**config.mk**
```make
export PLATFORM = sky130hd
export DESIGN_NAME = instruction_fetch_unit_flat
export DESIGN_NICKNAME = d
export VERILOG_FILES = /design/src/rtl/instruction_fetch_unit_if.sv /design/src/rtl/instruction_fetch_unit.sv /design/src/flat_wrapper.sv
export SDC_FILE = /design/constraint.sdc
export NUM_CORES = 1
export LEC_CHECK = 0
export ABC_CLOCK_PERIOD_IN_PS = 2100
export BUFFER_PORTS_ARGS = -buffer_cell sky130_fd_sc_hd__buf_4
export CAP_MARGIN = 20
export CORE_AREA = 3 3 179 181
export CTS_CLUSTER_SIZE = 8
export DETAILED_ROUTE_END_ITERATION = 10
export DIE_AREA = 0 0 182 184
export PLACE_DENSITY_LB_ADDON = 0.15
export SLEW_MARGIN = 10
export SYNTH_ARGS = -nofsm -noshare
export SYNTH_HDL_FRONTEND = slang
export SYNTH_SLANG_ARGS = --single-unit
export TNS_END_PERCENT = 5
```
**constraint.sdc**
```tcl
create_clock -name clk -period 2.1 [get_ports clk]
set_clock_uncertainty 0.2 [all_clocks]
set_input_delay 0.42 -clock clk [delete_from_list [all_inputs] [get_ports clk]]
set_output_delay 0.42 -clock clk [all_outputs]
set_load 0.01 [all_outputs]
```
**src/rtl/instruction_fetch_unit_if.sv**
```systemverilog
// ----------------------------------------------------------------------------
// instruction_fetch_unit_if
//   Instruction-memory fetch bus: single outstanding request, response with
//   a valid strobe.
//
//   req    master->slave  fetch request, held until rvalid
//   addr   master->slave  fetch address, stable while req is high
//   rvalid slave->master  response valid
//   rdata  slave->master  instruction word, valid with rvalid
// ----------------------------------------------------------------------------
interface instruction_fetch_unit_if;
  logic        req;
  logic [31:0] addr;
  logic        rvalid;
  logic [31:0] rdata;

  modport master (output req, addr, input rvalid, rdata);
  modport slave  (input req, addr, output rvalid, rdata);
endinterface

```
**src/rtl/instruction_fetch_unit.sv**
```systemverilog
// ----------------------------------------------------------------------------
// instruction_fetch_unit
//   IF stage of the RV32IM pipeline. Owns the PC, fetches instructions over
//   the imem bus (one request outstanding) and drives the IF/ID register.
//   A one-entry skid buffer absorbs a response that arrives while decode is
//   stalled on a valid instruction. Redirects flush IF/ID and restart fetch;
//   a response still in flight at redirect time is drained and dropped.
//
//   Ports
//     clk, rst_n       clock (rising edge), asynchronous active-low reset
//     imem             fetch bus (master side)
//     id_stall         decode cannot accept; IF/ID holds
//     redirect_valid   flush and restart fetch at redirect_pc
//     redirect_pc      new fetch target
//     id_valid         IF/ID slot holds a real instruction
//     id_inst          instruction to decode (NOP_INST when empty)
//     id_pc            address of id_inst
//     id_pc_plus4      id_pc + 4, link value for JAL/JALR
//     fetch_misalign   (FETCH_MISALIGN_EN only) last redirect target had
//                      nonzero low bits
//
//   Build option
//     FETCH_MISALIGN_EN  when defined, redirect targets are forced to word
//                        alignment and fetch_misalign flags misaligned ones;
//                        otherwise redirect_pc is loaded unmodified.
// ----------------------------------------------------------------------------
module instruction_fetch_unit #(
  parameter logic [31:0] RESET_PC = 32'h0000_0000,
  parameter logic [31:0] NOP_INST = 32'h0000_0013
) (
  input  logic                     clk,
  input  logic                     rst_n,
  instruction_fetch_unit_if.master imem,
  input  logic                     id_stall,
  input  logic                     redirect_valid,
  input  logic [31:0]              redirect_pc,
  output logic                     id_valid,
  output logic [31:0]              id_inst,
  output logic [31:0]              id_pc,
  output logic [31:0]              id_pc_plus4
`ifdef FETCH_MISALIGN_EN
  ,
  output logic                     fetch_misalign
`endif
);

  typedef enum logic [1:0] {IDLE, FETCH, HOLD, DROP} state_t;

  state_t      state, state_n;
  logic [31:0] pc, pc_n;
  logic [31:0] drop_addr, drop_addr_n;   // address of the response being drained
  logic [31:0] skid_inst, skid_inst_n;
  logic [31:0] skid_pc, skid_pc_n;
  logic        id_valid_n;
  logic [31:0] id_inst_n, id_pc_n, id_pc_plus4_n;
  logic [31:0] target;
  logic        slot_free;

`ifdef FETCH_MISALIGN_EN
  assign target = {redirect_pc[31:2], 2'b00};
`else
  assign target = redirect_pc;
`endif

  assign slot_free = !id_valid || !id_stall;

  // The request drops in the response cycle itself, so with 1-cycle memory
  // the next request starts right after: one instruction every two cycles.
  // In DROP the old request stays visible until its response is drained.
  assign imem.req  = ((state == FETCH) || (state == DROP)) && !imem.rvalid;
  assign imem.addr = (state == DROP) ? drop_addr : pc;

  // NOTE: every signal gets its hold value first so no path leaves it
  // unassigned; that is what keeps this block free of inferred latches.
  always_comb begin
    state_n       = state;
    pc_n          = pc;
    drop_addr_n   = drop_addr;
    skid_inst_n   = skid_inst;
    skid_pc_n     = skid_pc;
    id_valid_n    = id_valid;
    id_inst_n     = id_inst;
    id_pc_n       = id_pc;
    id_pc_plus4_n = id_pc_plus4;

    // Decode took the slot and nothing replaces it: present a bubble.
    if (!id_stall) begin
      id_valid_n = 1'b0;
      id_inst_n  = NOP_INST;
    end

    if (redirect_valid) begin
      id_valid_n  = 1'b0;
      id_inst_n   = NOP_INST;
      pc_n        = target;
      skid_inst_n = '0;
      skid_pc_n   = '0;
      case (state)
        FETCH: begin
          if (!imem.rvalid) begin
            state_n     = DROP;
            drop_addr_n = pc;
          end
        end
        DROP: begin
          if (imem.rvalid) state_n = FETCH;
        end
        default: state_n = FETCH;
      endcase
    end else begin
      case (state)
        IDLE: state_n = FETCH;
        FETCH: begin
          if (imem.rvalid) begin
            pc_n = pc + 32'd4;
            if (slot_free) begin
              id_valid_n    = 1'b1;
              id_inst_n     = imem.rdata;
              id_pc_n       = pc;
              id_pc_plus4_n = pc + 32'd4;
            end else begin
              skid_inst_n = imem.rdata;
              skid_pc_n   = pc;
              state_n     = HOLD;
            end
          end
        end
        HOLD: begin
          if (!id_stall) begin
            id_valid_n    = 1'b1;
            id_inst_n     = skid_inst;
            id_pc_n       = skid_pc;
            id_pc_plus4_n = skid_pc + 32'd4;
            state_n       = FETCH;
          end
        end
        DROP: begin
          if (imem.rvalid) state_n = FETCH;
        end
        default: state_n = IDLE;
      endcase
    end
  end

  // NOTE: state uses non-blocking assignments so every register samples the
  // pre-edge values computed above, independent of process ordering.
  always_ff @(posedge clk or negedge rst_n) begin
    if (!rst_n) begin
      state       <= IDLE;
      pc          <= RESET_PC;
      drop_addr   <= '0;
      // NOTE: the skid entry is a single register pair, so it is reset along
      // with everything else; a deep buffer would normally be left unreset.
      skid_inst   <= '0;
      skid_pc     <= '0;
      id_valid    <= 1'b0;
      id_inst     <= NOP_INST;
      id_pc       <= '0;
      id_pc_plus4 <= '0;
    end else begin
      state       <= state_n;
      pc          <= pc_n;
      drop_addr   <= drop_addr_n;
      skid_inst   <= skid_inst_n;
      skid_pc     <= skid_pc_n;
      id_valid    <= id_valid_n;
      id_inst     <= id_inst_n;
      id_pc       <= id_pc_n;
      id_pc_plus4 <= id_pc_plus4_n;
    end
  end

`ifdef FETCH_MISALIGN_EN
  // Every redirect re-evaluates the flag, so an aligned target clears it.
  always_ff @(posedge clk or negedge rst_n) begin
    if (!rst_n)              fetch_misalign <= 1'b0;
    else if (redirect_valid) fetch_misalign <= |redirect_pc[1:0];
  end
`endif

endmodule

```
**src/flat_wrapper.sv**
```systemverilog
// flat-port wrapper written by rule: the top's interface ports become plain ports
module instruction_fetch_unit_flat 
#(
  parameter logic [31:0] RESET_PC = 32'h0000_0000,
  parameter logic [31:0] NOP_INST = 32'h0000_0013
)
  (clk, rst_n, id_stall, redirect_valid, redirect_pc, id_valid, id_inst, id_pc, id_pc_plus4, imem_req, imem_addr, imem_rvalid, imem_rdata);
  instruction_fetch_unit_if imem_i ();
  input  logic clk;
  input  logic rst_n;
  input  logic id_stall;
  input  logic redirect_valid;
  input  logic [31:0] redirect_pc;
  output logic id_valid;
  output logic [31:0] id_inst;
  output logic [31:0] id_pc;
  output logic [31:0] id_pc_plus4;
  output wire logic [$bits(imem_i.req)-1:0] imem_req;
  output wire logic [$bits(imem_i.addr)-1:0] imem_addr;
  input wire logic [$bits(imem_i.rvalid)-1:0] imem_rvalid;
  input wire logic [$bits(imem_i.rdata)-1:0] imem_rdata;
  assign imem_req = imem_i.req;
  assign imem_addr = imem_i.addr;
  assign imem_i.rvalid = imem_rvalid;
  assign imem_i.rdata = imem_rdata;
  instruction_fetch_unit #(.RESET_PC(RESET_PC), .NOP_INST(NOP_INST)) u_core (.clk(clk), .rst_n(rst_n), .imem(imem_i), .id_stall(id_stall), .redirect_valid(redirect_valid), .redirect_pc(redirect_pc), .id_valid(id_valid), .id_inst(id_inst), .id_pc(id_pc), .id_pc_plus4(id_pc_plus4));
endmodule
```
==> impl_metrics.env <==
export IMPL_clk_pin_slew_worst_paths_ps=50
export IMPL_cp_required_ps=1480
export IMPL_swShare_pct=34.62
export IMPL_die_height_um=184
export IMPL_die_x_um=182
export IMPL_min_period_ps=2431
export IMPL_setup_ws_ps=-330.8
export IMPL_hold_violations=1
export IMPL_synth_warnings=0
export IMPL_diodes=0
export IMPL_holdWs_ps=-1.595
export IMPL_worstSetupPathType="reg -> out"
export IMPL_drive_above_1_share_pct=29.48
export IMPL_end_kind="primary output"
export IMPL_cts_max_level=2
export IMPL_ant_nets=0
export IMPL_slew_headroom_pct=61.82
export IMPL_rows=64
export IMPL_clockRootBuffer="clkbuf_16"
export IMPL_post_route_drc_count=0
export IMPL_status="finished with violations"
export IMPL_p_clk_share_pct=26.1
export IMPL_wl_mm=38.63
export IMPL_final_cell_mix="buf_4 (301), nand2_1 (277), dfrtp_1 (220)"
export IMPL_yosys_register_bits=225
export IMPL_worst_pin_slew_ps=572.8
export IMPL_synth_flop_cell="dfrtp_1"
export IMPL_core_um2=30590
export IMPL_initial_utilization_pct=39.70
export IMPL_synth_cell_area_um2=12140
export IMPL_numCtsBuffers=34
export IMPL_p_comb_share_pct=41.4
export IMPL_setup_viol=36
export IMPL_period_share_pct=115.8
export IMPL_antenna_found_initial=0
export IMPL_synth_edff_count=0
export IMPL_syn_nets=1410
export IMPL_dr_first_iter_drc_count=703
export IMPL_drv_cap=0
export IMPL_hp_class="in -> reg"
export IMPL_hpwlAfterDp_mm=25.98
export IMPL_grt_pass1_vias=11140
export IMPL_path_max_fanout=13
export IMPL_grt_pass1_wl_mm=61.63
export IMPL_clk_latency_ps=490
export IMPL_syn_avg_cell_area_um2=9.096
export IMPL_wl_per_cell_um=18.77
export IMPL_rsz0062_at_grt="yes"
export IMPL_finalSetupTns_ps=-9356
export IMPL_synthArstFlopShare_pct=100.0
export IMPL_cellLeakagePower_nw=7.530
export IMPL_num_nets_final=1726
export IMPL_setup_worst_path_start_class="register"
export IMPL_layout_commonest_cell="buf_4"
export IMPL_synth_cells=1335
export IMPL_firstDrtPassIters=5
export IMPL_ios=199
export IMPL_grt_max_degree=65
export IMPL_die_area_um2=33490
export IMPL_cts_buffer_depth=3
export IMPL_sequentialPowerShare_pct=32.5
export IMPL_yosysSeqAreaShare_pct=46.40
export IMPL_vias=11080
export IMPL_via_per_inst=5.384
export IMPL_arrival_ps=1810
export IMPL_peakVddDrop_mv=0.5297
export IMPL_violations="negative hold slack, negative setup slack"
export IMPL_dp_slack_ps=-239.6
export IMPL_area_growth_pct=39.14
export IMPL_powerDensity_nw_per_um2=1166
export IMPL_overflow=0
export IMPL_ys_types=61
export IMPL_p_sw_mw=6.818
export IMPL_p_int_mw=12.88
export IMPL_max_freq_mhz=411.4
export IMPL_grtUsageTotal_pct=22.70
export IMPL_gp_congestion=0.8755
export IMPL_io_buffers=198
export IMPL_cts_sinks=225
export IMPL_cts_tree="built"
export IMPL_drv_slew=0
worst max-delay path, stage by stage (launching register included):
cell and delay [ps]:
dfrtp_1 350, buf_6 120, ha_4 180, buf_12 160, mux2_2 350, buf_4 150
per-stage QoR:
step | instances | area (um2) | power [mW] | util (%)
final | 2058 | 16900 | 19.70 | 55.24
after global routing | 2058 | 16900 | 20.84 | 55.24
after CTS | 2058 | 16670 | 19.53 | 54.49
after detailed placement | 1947 | 14960 | 14.16 | 48.89
after global placement | 1947 | 14960 | 14.04 | 48.89
after floorplan | 1335 | 12170 | 10.29 | -
path summary, 6_finish.rpt:
path                            slack [ps]                          start                                 end  cells past startpoint
worst max-delay path                  -330    u_core.state[1]$_DFFE_PN0P_                        imem_addr[5]                      5
max in group asynchronous              880                          rst_n        u_core.id_pc[28]$_DFFE_PN0P_                      3
min in group asynchronous              190                          rst_n  u_core.id_pc_plus4[13]$_DFFE_PN0P_                      2
worst min-delay path                    -2                redirect_pc[21]           u_core.pc[21]$_DFFE_PN0P_                      3
worst min register to register         280    u_core.id_pc[5]$_DFFE_PN0P_         u_core.id_pc[5]$_DFFE_PN0P_                      2
worst max register to register         -40  u_core.skid_pc[4]$_DFFE_PN0P_  u_core.id_pc_plus4[27]$_DFFE_PN0P_                      5
routing by layer:
metal | global-route usage (%) | wire length, um
met5 | 0 | 0
met4 | 5.728 | 631
met3 | 4.670 | 2550
met2 | 37.74 | 18510
met1 | 30.53 | 16940
cells by family (layout without fill, tap and decap cells):
group / Yosys count / after routing / synth area share (%)
XOR/XNOR: 75 / 75 / 5.410
adder cells (fa/ha/maj): 6 / 6 / 0.6182
flip-flops: 225 / 225 / 46.40
buffers and inverters: 143 / 470 / 5.203
multiplexers: 101 / 101 / 8.913
AO/OA/AOI/OAI: 316 / 316 / 16.11
AND/OR/NAND/NOR: 469 / 469 / 17.35
synthesized netlist by cell type, types with 2 or more instances:
cell	number	area [um2]
a211o_1	3	26.28
or4_1	5	37.54
and3_1	5	31.28
or2_2	2	12.51
dfrtp_1	222	5555
buf_2	10	50.05
nand4_1	29	181.4
a211oi_1	2	15.01
dfstp_2	3	78.83
nor3_1	21	105.1
inv_1	13	48.80
mux2_2	57	641.9
o211ai_1	5	37.54
a22oi_1	30	225.2
nor2_1	33	123.9
a21o_1	30	225.2
mux2i_1	44	440.4
xor2_1	41	359.1
buf_4	4	30.03
o21ai_0	154	770.7
nand2_1	280	1051
and4_1	3	26.28
xnor2_1	34	297.8
buf_1	5	18.77
o31ai_1	5	37.54
clkbuf_8	4	55.05
a221o_1	3	30.03
buf_6	2	22.52
and2_1	4	25.02
nand3_1	54	270.3
ha_1	6	75.07
o221ai_1	8	70.07
nor4_1	19	118.9
a21oi_1	38	190.2
and2_0	2	12.51
o31a_1	2	17.52
clkbuf_1	100	375.4
a22o_1	30	262.8
flip-flops by register name, summed over array words and instances, names as in the netlist:
name / count
u_core.id_inst: 32
u_core.pc: 32
u_core.skid_pc: 32
u_core.id_valid: 1
u_core.skid_inst: 32
u_core.drop_addr: 32
u_core.id_pc_plus4: 32
u_core.state: 2
u_core.id_pc: 30
area by class of cell:
type | instances | area [um2]
clock buffers | 47 | 993.5
fillers | 2810 | 13690
inverters | 15 | 56.30
multi-input cells | 967 | 6142
flip-flops and latches | 225 | 5637
well taps | 396 | 495.5
repair buffers | 408 | 3572
timing repair:
item,in CTS,in global routing
pin swaps,1,4
buffers inserted,0,0
hold buffers,64,0
endpoints found under the setup margin,69,171
resized for setup,17,62
endpoints found under the hold margin,285,0
power groups by stage:
stage / Sequential, mW / Combinational (mW) / Clock, mW
final: 6.41 / 8.16 / 5.14
after global routing: 6.56 / 8.84 / 5.45
after CTS: 6.39 / 7.90 / 5.24
after detailed placement: 6.44 / 7.71 / 0
after global placement: 6.40 / 7.64 / 0
after floorplan: 6.56 / 3.73 / 0
Power figures use the tool's default switching activity.
